--- src/rtl/phaethon_core_param.sv ---
// Phaethon integer execution core: fetch/decode/execute of one instruction
// at a time over a req/ack RAM port, with flags, a wait-state watchdog and a
// sticky HALT state.
module phaethon_core_param #(
  parameter int DATA_W      = 32,
  parameter int ADDR_W      = 32,
  parameter int NREG        = 16,
  parameter int ACK_TIMEOUT = 255
) (
  input  logic              clk,
  input  logic              reset,
  input  logic [DATA_W-1:0] ramIn,
  input  logic              readAck,
  input  logic              writeAck,
  output logic [ADDR_W-1:0] ramAddress,
  output logic [DATA_W-1:0] ramOut,
  output logic              readReq,
  output logic              writeReq,
  output logic [ADDR_W-1:0] ipointer,
  output logic [7:0]        opCode,
  output logic              halted,
  output logic              fault,
  output logic [31:0]       debug
);

  localparam int          RI_W    = (NREG > 1) ? $clog2(NREG) : 1;
  localparam logic [15:0] TO_LAST = 16'(ACK_TIMEOUT - 1);

  localparam logic [7:0] OP_MOVRC   = 8'd1;
  localparam logic [7:0] OP_MOVRCA  = 8'd2;
  localparam logic [7:0] OP_MOVRR   = 8'd3;
  localparam logic [7:0] OP_MOVCAR  = 8'd4;
  localparam logic [7:0] OP_MOVRRAC = 8'd5;
  localparam logic [7:0] OP_MOVRACR = 8'd6;
  localparam logic [7:0] OP_MOVRRA  = 8'd7;
  localparam logic [7:0] OP_CMPRR   = 8'd8;
  localparam logic [7:0] OP_CMPRC   = 8'd9;
  localparam logic [7:0] OP_JMPC    = 8'd10;
  localparam logic [7:0] OP_JNEC    = 8'd11;
  localparam logic [7:0] OP_ADDRC   = 8'd12;
  localparam logic [7:0] OP_INCR    = 8'd13;
  localparam logic [7:0] OP_DECR    = 8'd14;
  localparam logic [7:0] OP_ADDRR   = 8'd23;
  localparam logic [7:0] OP_SUBRR   = 8'd24;
  localparam logic [7:0] OP_JEQC    = 8'd25;
  localparam logic [7:0] OP_HALT    = 8'd26;

  // FETCH_REQ is encoded as zero so the debug word reads 0 while in reset.
  typedef enum logic [3:0] {
    FETCH_REQ  = 4'd0,
    FETCH_WAIT = 4'd1,
    DECODE     = 4'd2,
    IMM_WAIT   = 4'd3,
    MEM_REQ    = 4'd4,
    MEM_WAIT   = 4'd5,
    EXEC       = 4'd6,
    HALT       = 4'd7
  } state_t;

  state_t            state, state_n;
  logic [15:0]       timer;
  logic [RI_W-1:0]   ra_q, rb_q, rc_q;
  logic [DATA_W-1:0] a_q, b_q, c_q, imm_q, mdata_q;
  logic [DATA_W-1:0] regs [NREG];
  logic              flag_z, flag_lt, flag_gt;
  logic [ADDR_W-1:0] addr_q, addr_c, mem_addr, ip_next;
  logic [DATA_W-1:0] wdata_q, wdata_c, wr_val, cmp_b;
  logic              req_rd, req_wr, set_halt, set_fault;
  logic              in_wait, timeout, wr_en, do_cmp, jump;

  function automatic logic is_known(input logic [7:0] op);
    return op inside {[8'd1:8'd14], [8'd23:8'd26]};
  endfunction

  function automatic logic is_long(input logic [7:0] op);
    return op inside {OP_MOVRC, OP_MOVRCA, OP_MOVCAR, OP_MOVRRAC, OP_MOVRACR,
                      OP_CMPRC, OP_JMPC, OP_JNEC, OP_ADDRC, OP_JEQC};
  endfunction

  function automatic logic is_ram(input logic [7:0] op);
    return op inside {OP_MOVRCA, OP_MOVCAR, OP_MOVRRAC, OP_MOVRACR, OP_MOVRRA};
  endfunction

  function automatic logic is_write(input logic [7:0] op);
    return op inside {OP_MOVCAR, OP_MOVRACR};
  endfunction

  assign in_wait = (state == FETCH_WAIT) || (state == IMM_WAIT) || (state == MEM_WAIT);
  assign timeout = in_wait && (timer == TO_LAST);

  // Requests are gated by the reset pin so they vanish the instant reset asserts.
  assign readReq    = req_rd & reset;
  assign writeReq   = req_wr & reset;
  assign ramAddress = addr_c;
  assign ramOut     = wdata_c;
  assign debug      = {state, 4'b0, 24'(ipointer)};

  // State register.
  always_ff @(posedge clk or negedge reset) begin
    if (!reset) state <= FETCH_REQ;
    else        state <= state_n;
  end

  // Next-state, request strobes, and the address/data presented with each request.
  always_comb begin
    state_n   = state;
    req_rd    = 1'b0;
    req_wr    = 1'b0;
    addr_c    = addr_q;
    wdata_c   = wdata_q;
    set_halt  = 1'b0;
    set_fault = 1'b0;
    unique case (state)
      FETCH_REQ: begin
        req_rd  = 1'b1;
        addr_c  = ipointer;
        state_n = FETCH_WAIT;
      end
      FETCH_WAIT: begin
        if (readAck) state_n = DECODE;
        else if (timeout) begin
          state_n   = HALT;
          set_halt  = 1'b1;
          set_fault = 1'b1;
        end
      end
      DECODE: begin
        if (!is_known(opCode)) begin
          state_n   = HALT;
          set_halt  = 1'b1;
          set_fault = 1'b1;
        end else if (opCode == OP_HALT) begin
          state_n  = HALT;
          set_halt = 1'b1;
        end else if (is_long(opCode)) begin
          req_rd  = 1'b1;
          addr_c  = ipointer + ADDR_W'(4);
          state_n = IMM_WAIT;
        end else if (opCode == OP_MOVRRA) begin
          state_n = MEM_REQ;
        end else begin
          state_n = EXEC;
        end
      end
      IMM_WAIT: begin
        if (readAck) state_n = is_ram(opCode) ? MEM_REQ : EXEC;
        else if (timeout) begin
          state_n   = HALT;
          set_halt  = 1'b1;
          set_fault = 1'b1;
        end
      end
      MEM_REQ: begin
        addr_c = mem_addr;
        if (is_write(opCode)) begin
          req_wr  = 1'b1;
          wdata_c = (opCode == OP_MOVCAR) ? b_q : c_q;
        end else begin
          req_rd = 1'b1;
        end
        state_n = MEM_WAIT;
      end
      MEM_WAIT: begin
        if (is_write(opCode) ? writeAck : readAck) state_n = EXEC;
        else if (timeout) begin
          state_n   = HALT;
          set_halt  = 1'b1;
          set_fault = 1'b1;
        end
      end
      EXEC:    state_n = FETCH_REQ;
      HALT:    state_n = HALT;
      default: state_n = FETCH_REQ;
    endcase
  end

  // Execute-stage results: register write, compare, branch target, memory address.
  always_comb begin
    wr_en  = 1'b0;
    wr_val = a_q;
    do_cmp = 1'b0;
    cmp_b  = b_q;
    jump   = 1'b0;
    case (opCode)
      OP_MOVRC:                         begin wr_en = 1'b1; wr_val = imm_q;       end
      OP_MOVRCA, OP_MOVRRAC, OP_MOVRRA: begin wr_en = 1'b1; wr_val = mdata_q;     end
      OP_MOVRR:                         begin wr_en = 1'b1; wr_val = b_q;         end
      OP_ADDRC:                         begin wr_en = 1'b1; wr_val = a_q + imm_q; end
      OP_INCR:   begin wr_en = 1'b1; wr_val = a_q + DATA_W'(1); end
      OP_DECR:   begin wr_en = 1'b1; wr_val = a_q - DATA_W'(1); end
      OP_ADDRR:  begin wr_en = 1'b1; wr_val = b_q + c_q;        end
      OP_SUBRR:  begin wr_en = 1'b1; wr_val = b_q - c_q;        end
      OP_CMPRR:  do_cmp = 1'b1;
      OP_CMPRC:  begin do_cmp = 1'b1; cmp_b = imm_q; end
      OP_JMPC:   jump = 1'b1;
      OP_JNEC:   jump = !flag_z;
      OP_JEQC:   jump = flag_z;
      default:   ;
    endcase
    ip_next = jump ? ADDR_W'(imm_q)
                   : ipointer + (is_long(opCode) ? ADDR_W'(8) : ADDR_W'(4));
    case (opCode)
      OP_MOVRRAC: mem_addr = ADDR_W'(imm_q) + ADDR_W'(b_q);
      OP_MOVRACR: mem_addr = ADDR_W'(imm_q) + ADDR_W'(a_q);
      OP_MOVRRA:  mem_addr = ADDR_W'(b_q);
      default:    mem_addr = ADDR_W'(imm_q);
    endcase
  end

  // Wait-state watchdog: counts consecutive cycles spent in one wait state.
  always_ff @(posedge clk or negedge reset) begin
    if (!reset)                             timer <= '0;
    else if ((state_n != state) || !in_wait) timer <= '0;
    else                                     timer <= timer + 16'd1;
  end

  // Datapath: instruction fields, operands, register file, flags, ipointer, status.
  always_ff @(posedge clk or negedge reset) begin
    if (!reset) begin
      addr_q   <= '0;
      wdata_q  <= '0;
      ipointer <= '0;
      opCode   <= '0;
      halted   <= 1'b0;
      fault    <= 1'b0;
      ra_q     <= '0;
      rb_q     <= '0;
      rc_q     <= '0;
      a_q      <= '0;
      b_q      <= '0;
      c_q      <= '0;
      imm_q    <= '0;
      mdata_q  <= '0;
      flag_z   <= 1'b0;
      flag_lt  <= 1'b0;
      flag_gt  <= 1'b0;
      for (int i = 0; i < NREG; i++) regs[i] <= '0;
    end else begin
      addr_q  <= addr_c;
      wdata_q <= wdata_c;
      if (set_halt)  halted <= 1'b1;
      if (set_fault) fault  <= 1'b1;
      case (state)
        FETCH_WAIT: if (readAck) begin
          opCode <= ramIn[7:0];
          ra_q   <= ramIn[8 +: RI_W];
          rb_q   <= ramIn[16 +: RI_W];
          rc_q   <= ramIn[24 +: RI_W];
        end
        DECODE: begin
          a_q <= regs[ra_q];
          b_q <= regs[rb_q];
          c_q <= regs[rc_q];
        end
        IMM_WAIT: if (readAck) imm_q <= ramIn;
        MEM_WAIT: if (readAck && !is_write(opCode)) mdata_q <= ramIn;
        EXEC: begin
          if (wr_en) regs[ra_q] <= wr_val;
          if (do_cmp) begin
            flag_z  <= (a_q == cmp_b);
            flag_lt <= (a_q < cmp_b);
            flag_gt <= (a_q > cmp_b);
          end
          ipointer <= ip_next;
        end
        default: ;
      endcase
    end
  end

endmodule

--- config.mk ---
export PLATFORM = sky130hd
export DESIGN_NAME = phaethon_core_param
export DESIGN_NICKNAME = d
export VERILOG_FILES = /design/src/rtl/phaethon_core_param.sv
export SDC_FILE = /design/constraint.sdc
export NUM_CORES = 2
export LEC_CHECK = 0
export CORE_MARGIN = 3
export CORE_UTILIZATION = 63
export DETAILED_ROUTE_END_ITERATION = 10
export HOLD_SLACK_MARGIN = 0.08
export PLACE_DENSITY = 0.82
export SYNTH_ARGS = -nofsm -noshare
export SYNTH_HDL_FRONTEND = slang
export SYNTH_SLANG_ARGS = --single-unit
--- constraint.sdc ---
create_clock -name clk -period 6.4 [get_ports clk]
set_input_delay 1.28 -clock clk [delete_from_list [all_inputs] [get_ports clk]]
set_output_delay 1.28 -clock clk [all_outputs]
set_load 0.01 [all_outputs]
==> reports/metrics.cfg <==
[status]
status = complete, no violations

[cells_and_area]
final_nets = 5447
stdcell_area_mm2 = 0.0600
register_area_mm2 = 0.0203
synthToLayoutAreaGrowth_pct = 11.5
multi_input_area_mm2 = 0.0317
drive_above_1_share_pct = 19.7
fill_cells = 5850

[hold_path]
hp-start = halted$_DFFE_PN0P_
holdPathEnd = halted$_DFFE_PN0P_
min_path_type = flip-flop to flip-flop
whs_path_depth = 1

[route]
wire_per_inst_um = 32.3
drcViolationCount = 0
ant_nets = 0
vias_per_cell = 7.55
drtIter0Drc = 7766
firstDrtPassIters = 9
num_vias = 48969
wirelength_um = 209000

[placement]
place.gp.congestion = 1.13
place_ws_ps = 645
placed_area_mm2 = 0.0568
place_hpwl_um = 142000
port_buffers = 171

[worst_setup_path]
reg2reg_to = regs[124]$_DFFE_PN0P_
rrSetupSlack_ps = 300
worst_path_max_delay_cell = clkdlybuf4s50_1
start_kind = flip-flop
path_buf_inv = 2
cp_top_family = compound AO/OA/AOI/OAI gates
cp_cell_sequence = ha_1 > a21oi_1 > a21oi_1 > o311ai_0 > buf_4 > a31oi_1 > a31oi_1 > o21ai_0 > a31oi_1 > mux2i_1 > a211oi_1 > clkdlybuf4s50_1
cp.required_ps = 5120
path_common_cell = a31oi_1
worst-setup-path-type = flip-flop to primary output
critPathMaxStageDelay_ps = 640
rr_startpoint = opCode[4]$_DFFE_PN0P_
ff2ff_path_depth = 15
critPathMaxFanout = 8
worstPathArrival_ps = 4960
endpoint_kind = primary output

[floorplanning]
rows = 106
die_area_mm2 = 0.0889
ios = 176
die_y_um = 298
start_util_pct = 64.0
coreArea_mm2 = 0.0841
die-width_um = 298

[pwr]
cellLeakagePower_nw = 25.5
p_total_mw = 19.5
ir_drop_mv = 0.262
power-per-cell-area_mw_per_mm2 = 324

[clocking]
cts_tree = done
clk_latency_ps = 710
htreeDepth = 3
cts.path.max_buffers = 3
path_clk_slew_ps = 60
cts_buffers = 90
cts.repair.resized = 0
postCtsSetupRepairBufs = 0
cts_hold_buf = 0
cts.sinks = 811
root_buffer = clkbuf_16

[timing]
fmax_ghz = 0.160
worst_slew_pin_slew_ps = 1330
fin_crit_sh_pct = 97.6
period_needed_ps = 6240
tns_ps = 0
setup_viol = 0
drv_slew = 0
grt_setup_unrepaired = no
relSlewSlack_pct = 10.9
timing.final.ws_setup_ps = 156
hold_viol = 0
skew_ps = 53.2
hold_ws_ps = 470

[synth]
synth.avg_cell_area_um2 = 10.2
synth_area_leaders = dfrtp_1 (38%), mux4_2 (20%), nand2_1 (5.3%), o21ai_0 (4.2%), a21oi_1 (3.7%)
synthFlopType = dfrtp_1
synth_most_common_cell = dfrtp_1
ys_ff_latch = 811
syn_inst = 5250
yosysWarnings = 0
synth-edff-count = 0
synth_top_area_share_pct = 37.7
synth_common_cells = dfrtp_1 (811), nand2_1 (766), mux4_2 (480)
synth_seq_area_share_pct = 37.7
synth_top_area_cell = dfrtp_1
yosysUniqueCellTypes = 98
synthArstFlopShare_pct = 100
synth_area_mm2 = 0.0538

[global_route]
grt_pass1_vias = 48622
grt_pass1_wl_um = 310000
grt.total_usage_pct = 46.7
antenna_found_initial = 7
grt-ovfl-total = 0
grt_max_degree = 174

[flow_run]
drv_cap = 0

==> through the flow <==
step	cells	util, %
global placement	6319	67.6
global route	6479	71.4
finish	6483	71.4
detailed placement	6319	67.6
CTS	6479	71.4
floorplan	5254	-
==> worst max path at each step <==
| stage | cells after the start | to | slack (ps) | from |
|---|---|---|---|---|
| floorplan | 15 | regs[479]$_DFFE_PN0P_ | 870 | opCode[4]$_DFFE_PN0P_ |
| global placement | 15 | regs[60]$_DFFE_PN0P_ | 750 | opCode[4]$_DFFE_PN0P_ |
| detailed placement | 15 | regs[508]$_DFFE_PN0P_ | 650 | opCode[4]$_DFFE_PN0P_ |
| CTS | 11 | ramAddress[31] | 130 | imm_q[2]$_DFFE_PN0P_ |
| global route | 11 | ramAddress[31] | 20 | imm_q[1]$_DFFE_PN0P_ |
| finish | 12 | ramAddress[31] | 160 | imm_q[9]$_DFFE_PN0P_ |
==> registers in the layout, indices dropped and copies added (netlist names), 4 cells and up <==
signal,flops
imm_q,32
rc_q,4
rb_q,4
wdata_q,32
state,4
c_q,32
a_q,32
regs,512
ipointer,32
mdata_q,32
ra_q,4
b_q,32
timer,16
addr_q,32
opCode,8
==> power by group <==
part	internal [mW]	leakage [nW]	total (mW)	switching (mW)
Combinational	2.89	12.8	7.25	4.36
Sequential	5.47	11.2	6.58	1.10
Clock	3.28	1.54	5.64	2.36
==> layout by cell type (no fill, tap or decap), types with 16 or more instances in the layout <==
master,count
o21bai_1,18
ha_1,129
nor3_1,46
o21ai_0,453
buf_4,176
nor2b_1,28
dfrtp_1,797
clkbuf_8,20
o22ai_1,47
xnor2_1,125
a21oi_1,399
a211o_1,16
mux4_2,480
nor4_1,28
o21a_1,19
nand2b_1,25
clkdlybuf4s50_1,170
xor2_1,68
clkbuf_16,90
inv_1,60
or3_1,20
and2_1,24
and3_1,25
a21o_1,62
nand4_1,42
mux2i_1,50
o211ai_1,33
nand3_1,70
nor2_1,442
a221o_1,16
nand2_1,764
a211oi_1,27
mux2_2,118
a221oi_1,23
a31oi_1,68
a222oi_1,18
==> final cells by class <==
class                           count  area share [%]
Multi-Input combinational cell   3958            52.8
Timing Repair Buffer              353            5.26
Sequential cell                   811            33.9
Inverter                           63           0.394
Clock inverter                     42            1.03
Antenna cell                        4          0.0167
Clock buffer                      118            4.26
Tap cell                         1134            2.36
==> metal layers <==
layer,vias up,global-route usage [%],share of wire [%],routed length (um)
met3,1283,15.2,14,29800
li1,19637,-,-,-
met4,10,33.8,9.6,20100
met5,-,0,0.033,69
met1,23600,57.1,33,68100
met2,4439,70.0,44,91000
==> cell families after synthesis <==
kind of cell,share of synthesized area [%]
AND/OR/NAND/NOR,13.0
flip-flops,37.7
XOR/XNOR,3.17
multiplexers,23.5
other,0.00697
buffers and inverters,3.80
adder cells (fa/ha/maj),3.19
AO/OA/AOI/OAI,15.6
Note: power is estimated with default switching activity, not from simulation.
